### config.mk
export PLATFORM = sky130hd
export DESIGN_NAME = sha256_word_accumulator
export DESIGN_NICKNAME = d
export VERILOG_FILES = /design/src/rtl/sha256_word_accumulator.sv
export SDC_FILE = /design/constraint.sdc
export NUM_CORES = 1
export LEC_CHECK = 0
export CORE_MARGIN = 8
export CORE_UTILIZATION = 40
export CTS_CLUSTER_DIAMETER = 120
export CTS_CLUSTER_SIZE = 40
export DETAILED_ROUTE_END_ITERATION = 16
export GPL_ROUTABILITY_DRIVEN = 0
export GPL_TIMING_DRIVEN = 0
export PLACE_DENSITY = 0.69
export SYNTH_ARGS = -nofsm -noshare
export SYNTH_HDL_FRONTEND = slang
export SYNTH_SLANG_ARGS = --single-unit
### constraint.sdc
create_clock -name clk -period 17.4 [get_ports clk]
set_input_delay 3.48 -clock clk [delete_from_list [all_inputs] [get_ports clk]]
set_output_delay 3.48 -clock clk [all_outputs]
set_load 0.05 [all_outputs]
### src/rtl/sha256_word_accumulator.sv
// ---------------------------------------------------------------------------
// sha256_word_accumulator
//
// Sequential multi-operand adder (modulo 2^WIDTH) for the SHA-256 datapath,
// typically used to form T1 = h + S1(e) + Ch(e,f,g) + K[t] + W[t].
// NOPS operand words are taken one per cycle over a valid/ready handshake.
// The final sum is then held until the downstream stage takes it.
//
// Handshake semantics: a transfer happens on a rising edge where both valid
// and ready are high. Ready never depends on valid. A producer holds
// valid/data until the transfer. OutValid stays high, with Sum stable, until
// OutReady is sampled high, Abort is asserted, or reset occurs.
//
// Parameters:
//   WIDTH  operand/sum width in bits (default 32)
//   NOPS   operands per sum, 2..16 (default 5)
//
// Ports:
//   clk        rising-edge clock
//   rst_n      asynchronous active-low reset
//   InValid    operand valid
//   InReady    block can accept an operand (low in DONE or while Abort)
//   Operand    operand word
//   Abort      synchronous flush of any partial or held sum
//   OutValid   Sum is valid
//   OutReady   downstream takes Sum
//   Sum        accumulated result (always drives the accumulator)
//   OpCount    operands accepted into the current sum
//   CarryCount discarded carry-outs of the current sum
//              (present only with SHA256_ACC_CARRY_COUNT_EN)
//
// Optional feature macro: SHA256_ACC_CARRY_COUNT_EN
// ---------------------------------------------------------------------------
module sha256_word_accumulator #(
    parameter int WIDTH = 32,
    parameter int NOPS  = 5
) (
    input  logic                      clk,
    input  logic                      rst_n,
    input  logic                      InValid,
    output logic                      InReady,
    input  logic [WIDTH-1:0]          Operand,
    input  logic                      Abort,
    output logic                      OutValid,
    input  logic                      OutReady,
    output logic [WIDTH-1:0]          Sum,
    output logic [$clog2(NOPS+1)-1:0] OpCount
`ifdef SHA256_ACC_CARRY_COUNT_EN
    ,
    output logic [$clog2(NOPS)-1:0]   CarryCount
`endif
);

    localparam int CW = $clog2(NOPS + 1);

    typedef enum logic [1:0] {
        IDLE  = 2'd0,
        ACCUM = 2'd1,
        DONE  = 2'd2
    } state_t;

    state_t           state, state_nx;
    logic [WIDTH-1:0] acc, acc_nx;
    logic [CW-1:0]    cnt, cnt_nx;
    logic             accept;

    // Ripple chain of full-adder cells: word result plus final carry-out.
    logic [WIDTH:0]   carry;
    logic [WIDTH-1:0] add_sum;

    always_comb begin
        carry   = '0;
        add_sum = '0;
        for (int i = 0; i < WIDTH; i++) begin
            add_sum[i]   = acc[i] ^ Operand[i] ^ carry[i];
            carry[i+1]   = (acc[i] & Operand[i]) | (carry[i] & (acc[i] ^ Operand[i]));
        end
    end

    // Abort gates ready so a simultaneous operand is never counted.
    assign InReady  = (state != DONE) & ~Abort;
    assign accept   = InValid & InReady;
    assign OutValid = (state == DONE);
    assign Sum      = acc;
    assign OpCount  = cnt;

    always_comb begin
        state_nx = state;
        acc_nx   = acc;
        cnt_nx   = cnt;
        if (Abort) begin
            state_nx = IDLE;
            acc_nx   = '0;
            cnt_nx   = '0;
        end else begin
            case (state)
                IDLE: begin
                    if (accept) begin
                        acc_nx   = Operand;
                        cnt_nx   = CW'(1);
                        state_nx = ACCUM;
                    end
                end
                ACCUM: begin
                    if (accept) begin
                        acc_nx = add_sum;
                        cnt_nx = cnt + CW'(1);
                        if (cnt + CW'(1) == CW'(NOPS)) begin
                            state_nx = DONE;
                        end
                    end
                end
                DONE: begin
                    // Acc is kept so Sum still shows the last result in IDLE.
                    if (OutReady) begin
                        state_nx = IDLE;
                        cnt_nx   = '0;
                    end
                end
                default: begin
                    state_nx = IDLE;
                end
            endcase
        end
    end

    always_ff @(posedge clk or negedge rst_n) begin
        if (!rst_n) begin
            state <= IDLE;
            acc   <= '0;
            cnt   <= '0;
        end else begin
            state <= state_nx;
            acc   <= acc_nx;
            cnt   <= cnt_nx;
        end
    end

`ifdef SHA256_ACC_CARRY_COUNT_EN
    localparam int CCW = $clog2(NOPS);

    logic [CCW-1:0] cc, cc_nx;

    always_comb begin
        cc_nx = cc;
        if (Abort) begin
            cc_nx = '0;
        end else if (accept && state == IDLE) begin
            cc_nx = '0;
        end else if (accept && state == ACCUM && carry[WIDTH]) begin
            cc_nx = cc + CCW'(1);
        end
    end

    always_ff @(posedge clk or negedge rst_n) begin
        if (!rst_n) begin
            cc <= '0;
        end else begin
            cc <= cc_nx;
        end
    end

    assign CarryCount = cc;
`endif

endmodule

==> summary.log <==
qor: setup_path.cp.required 17.58 ns
qor: grt.number_of_antenna_violations_at_the_first_check_in_global_routing 0
qor: synthesis.synth.largest_area_cell sky130_fd_sc_hd__dfrtp_1
qor: clock_network.clock_latency 0.29 ns
qor: synthesis.syn-cell-area 0.00262 mm²
qor: sta.count_of_endpoints_failing_hold_in_the_final_timing_report 0
qor: synthesis.netlist_top_cells_area sky130_fd_sc_hd__dfrtp_1, sky130_fd_sc_hd__fa_1, sky130_fd_sc_hd__mux2i_1
qor: clock_network.number_of_buffers_created_by_cts 5
qor: synthesis.proportion_of_netlist_area_held_by_the_largest_area_contributor 0.354
qor: sta.worst_pin_slew 0.831 ns
qor: clock_network.cts_max_level 2
qor: floorplan.start_util 0.412
qor: sta.slew_violations 0
qor: power.max-vdd-ir-drop 0.0000660 V
qor: sta.timing.slew.headroom 0.446
qor: sta.minimum_clock_period_after_layout 16.35 ns
qor: sta.fin_tns_setup 0 ns
qor: routing.routed-via-count 2,006
qor: synthesis.ys_dominant_reg_cell sky130_fd_sc_hd__dfrtp_1
qor: routing.avgRoutedWirePerCell 15.7 µm
qor: routing.finalWirelength 6.09 mm
qor: clock_network.cts_tree built
qor: min_path.type_of_the_worst_min_delay_path flip-flop to flip-flop
qor: clock_network.clockBufferDepth 2
qor: floorplan.pin_count 74
qor: final_layout.fraction_of_final_layout_cells_with_drive_strength_greater_than_1 0.0710
qor: clock_network.post_cts_repair_resize_count 0
qor: routing.initial_drt_pass_iterations 4
qor: setup_path.startpoint_type input pin
qor: grt.grt.met3_usage 0.0477
qor: power.power_leakage 1.49 nW
qor: grt.grt_start_max_net_pins 38
qor: final_layout.n_antenna_cell 0
qor: sta.setup_viol_count_final 0
qor: sta.timing.fmax 0.0612 GHz
qor: synthesis.synth_cell_type_count 32
qor: placement.io_buffers 73
qor: floorplan.placement_rows 29
qor: power.intPower 252 µW
qor: routing.final_antenna_net_count 0
qor: outcome.outcome complete, no violations
qor: flow_run.max_cap_viol_count 0
qor: synthesis.yosys_warnings 0
qor: setup_path.path_max_fanout 4
qor: floorplan.die_w 96.9 µm
qor: grt.top_usage_layer met2
qor: grt.first_global_vias 2,260
qor: floorplan.design.core.area 0.00635 mm²
qor: grt.global_route_wire_length_before_repair 10.6 mm
qor: synthesis.yosys_register_bits 37
qor: clock_network.clockRootBuffer sky130_fd_sc_hd__clkbuf_8
qor: power.power_frac_clock 0.119
qor: placement.dp.final_hpwl 4.68 mm
qor: setup_path.critical_path_arrival 16.53 ns
qor: grt.grt_util_met2 0.211
qor: power.switching_share 0.480
qor: clock_network.cts_post_setup_buffers_inserted 0
qor: grt.overflow 0
qor: power.comb_power_share 0.600
qor: synthesis.async_flop_share 1.00
qor: sta.final.setup_skew 0.00916 ns
qor: grt.gr-usage-all-layers 0.134
qor: sta.min_period_over_period 0.940
qor: power.report.power.total 485 µW
qor: synthesis.mappedNetlistNets 303
qor: grt.grt.met1_usage 0.171
qor: floorplan.die_h 96.9 µm
qor: synthesis.synth_sequential_area_ratio 0.354
qor: clock_network.cts-hold-fix-buffers 0
qor: routing.post-route-drc-count 0
qor: final_layout.finish.net_count 383
qor: setup_path.critical-path-top-cell-by-count sky130_fd_sc_hd__fa_1
qor: setup_path.worstSetupPathType input pin to flip-flop
qor: routing.routed_via_density 5.18
qor: power.pwr-share-seq 0.280
qor: sta.rsz_0062_raised_after_global_routing false
qor: setup_path.worstSetupEndpointType flip-flop
qor: synthesis.post_synth_edffs 0
qor: setup_path.peak_per_stage_delay_on_the_critical_path 0.43 ns
qor: routing.drtIter0Drc 69
qor: synthesis.netlist_instances 229
qor: synthesis.postSynthAreaPerCell 11.4 µm²
qor: floorplan.floorplan.die_area 0.00939 mm²
qor: clock_network.number_of_clock_sinks_seen_by_cts 37
qor: power.cellPowerDensity 138 mW/mm²
qor: final_layout.syn2layout_area_growth 34.6%
qor: power.total_switching_power 233 µW
qor: clock_network.clk_pin_slew 0.08 ns
qor: setup_path.critical-path-slowest-cell sky130_fd_sc_hd__clkdlybuf4s50_1
-- sequential cells by signal, indices dropped and copies added, names as in the netlist --
signal   cells
OpCount      3
Sum         32
state        2
-- cell usage in the layout (no fill, tap or decap), types with 4 or more instances in the layout --
cell type | synthesis | layout
sky130_fd_sc_hd__nand2_1 | 36 | 36
sky130_fd_sc_hd__clkbuf_8 | 0 | 5
sky130_fd_sc_hd__inv_1 | 10 | 10
sky130_fd_sc_hd__dfrtp_1 | 37 | 37
sky130_fd_sc_hd__clkdlybuf4s50_1 | 0 | 72
sky130_fd_sc_hd__buf_2 | 10 | 11
sky130_fd_sc_hd__ha_1 | 7 | 7
sky130_fd_sc_hd__mux2i_1 | 31 | 31
sky130_fd_sc_hd__clkbuf_1 | 3 | 4
sky130_fd_sc_hd__fa_1 | 30 | 30
sky130_fd_sc_hd__o31ai_1 | 31 | 31
-- power by group through the flow --
| stage | combinational (mW) | clock, mW | sequential (mW) |
|---|---|---|---|
| global placement | 0.288 | 0 | 0.137 |
| finish | 0.291 | 0.0579 | 0.136 |
| detailed placement | 0.295 | 0 | 0.138 |
| CTS | 0.295 | 0.0607 | 0.137 |
| floorplan | 0.121 | 0 | 0.216 |
| global route | 0.320 | 0.0640 | 0.141 |
-- final timing paths --
| kind | start | slack [ns] | end | cells after the start |
|---|---|---|---|---|
| min in group asynchronous | rst_n | 3.28 | Sum[26] | 1 |
| max | Operand[0] | 1.05 | Sum[31] | 38 |
| min | Sum[0] | 0.52 | Sum[0] | 2 |
| min reg2reg | Sum[0] | 0.52 | Sum[0] | 2 |
| max reg2reg | Sum[0] | 4.30 | Sum[31] | 37 |
| max in group asynchronous | rst_n | 13.59 | Sum[7] | 1 |
-- worst max-delay path: cells and delay by family --
family                     cells  cell delay [ns]
AOI/OAI and AO/OA              1             0.26
adders and majority gates     31            11.83
buffers and inverters          3             0.56
muxes                          1             0.27
and+or+nand+nor                2             0.15
-- cells in the mapped netlist, types with 3 or more instances --
cell type / n
sky130_fd_sc_hd__fa_1: 30
sky130_fd_sc_hd__ha_1: 7
sky130_fd_sc_hd__o31ai_1: 31
sky130_fd_sc_hd__mux2i_1: 31
sky130_fd_sc_hd__inv_1: 10
sky130_fd_sc_hd__nand2b_1: 3
sky130_fd_sc_hd__o21ai_0: 3
sky130_fd_sc_hd__buf_2: 10
sky130_fd_sc_hd__dfrtp_1: 37
sky130_fd_sc_hd__nand2_1: 36
sky130_fd_sc_hd__clkbuf_1: 3
sky130_fd_sc_hd__nor2b_1: 3
-- per-layer routing --
metal	part of all wire	vias to the layer above	wire, µm
li1	-	955	-
met1	0.46	977	2790
met2	0.46	68	2800
met3	0.073	6	447
met4	0.0089	0	54
met5	0	-	0
-- metrics by stage --
step / std cells / setup WS [ns] / hold WS [ns] / util / area (µm²)
6_report: 387 / 1.05 / 0.522 / 0.555 / 3520
5_1_grt: 387 / 0.576 / 0.567 / 0.555 / 3520
4_1_cts: 387 / 1.03 / 0.524 / 0.555 / 3520
3_5_place_dp: 379 / 0.768 / 0.506 / 0.542 / 3440
3_3_place_gp: 379 / 0.811 / 0.498 / 0.542 / 3440
2_1_floorplan: 229 / 1.72 / 0.535 / - / 2620
-- layout make-up --
cell class / count / area, µm²
Inverter: 10 / 37.5
Buffer: 15 / 72.6
Clock inverter: 2 / 10.0
Sequential cell: 37 / 926
Multi-Input combinational cell: 167 / 1580
Clock buffer: 6 / 72.6
Timing Repair Buffer: 73 / 726
Fill cell: 564 / 2830
Tap cell: 77 / 96.3
-- logic make-up after synthesis --
kind of cell | share of synthesized area
simple gates | 0.0880
compound gates | 0.130
fa+ha+maj | 0.263
flops | 0.354
mux | 0.123
buf+inv | 0.0421
Power figures use the tool's default switching activity.
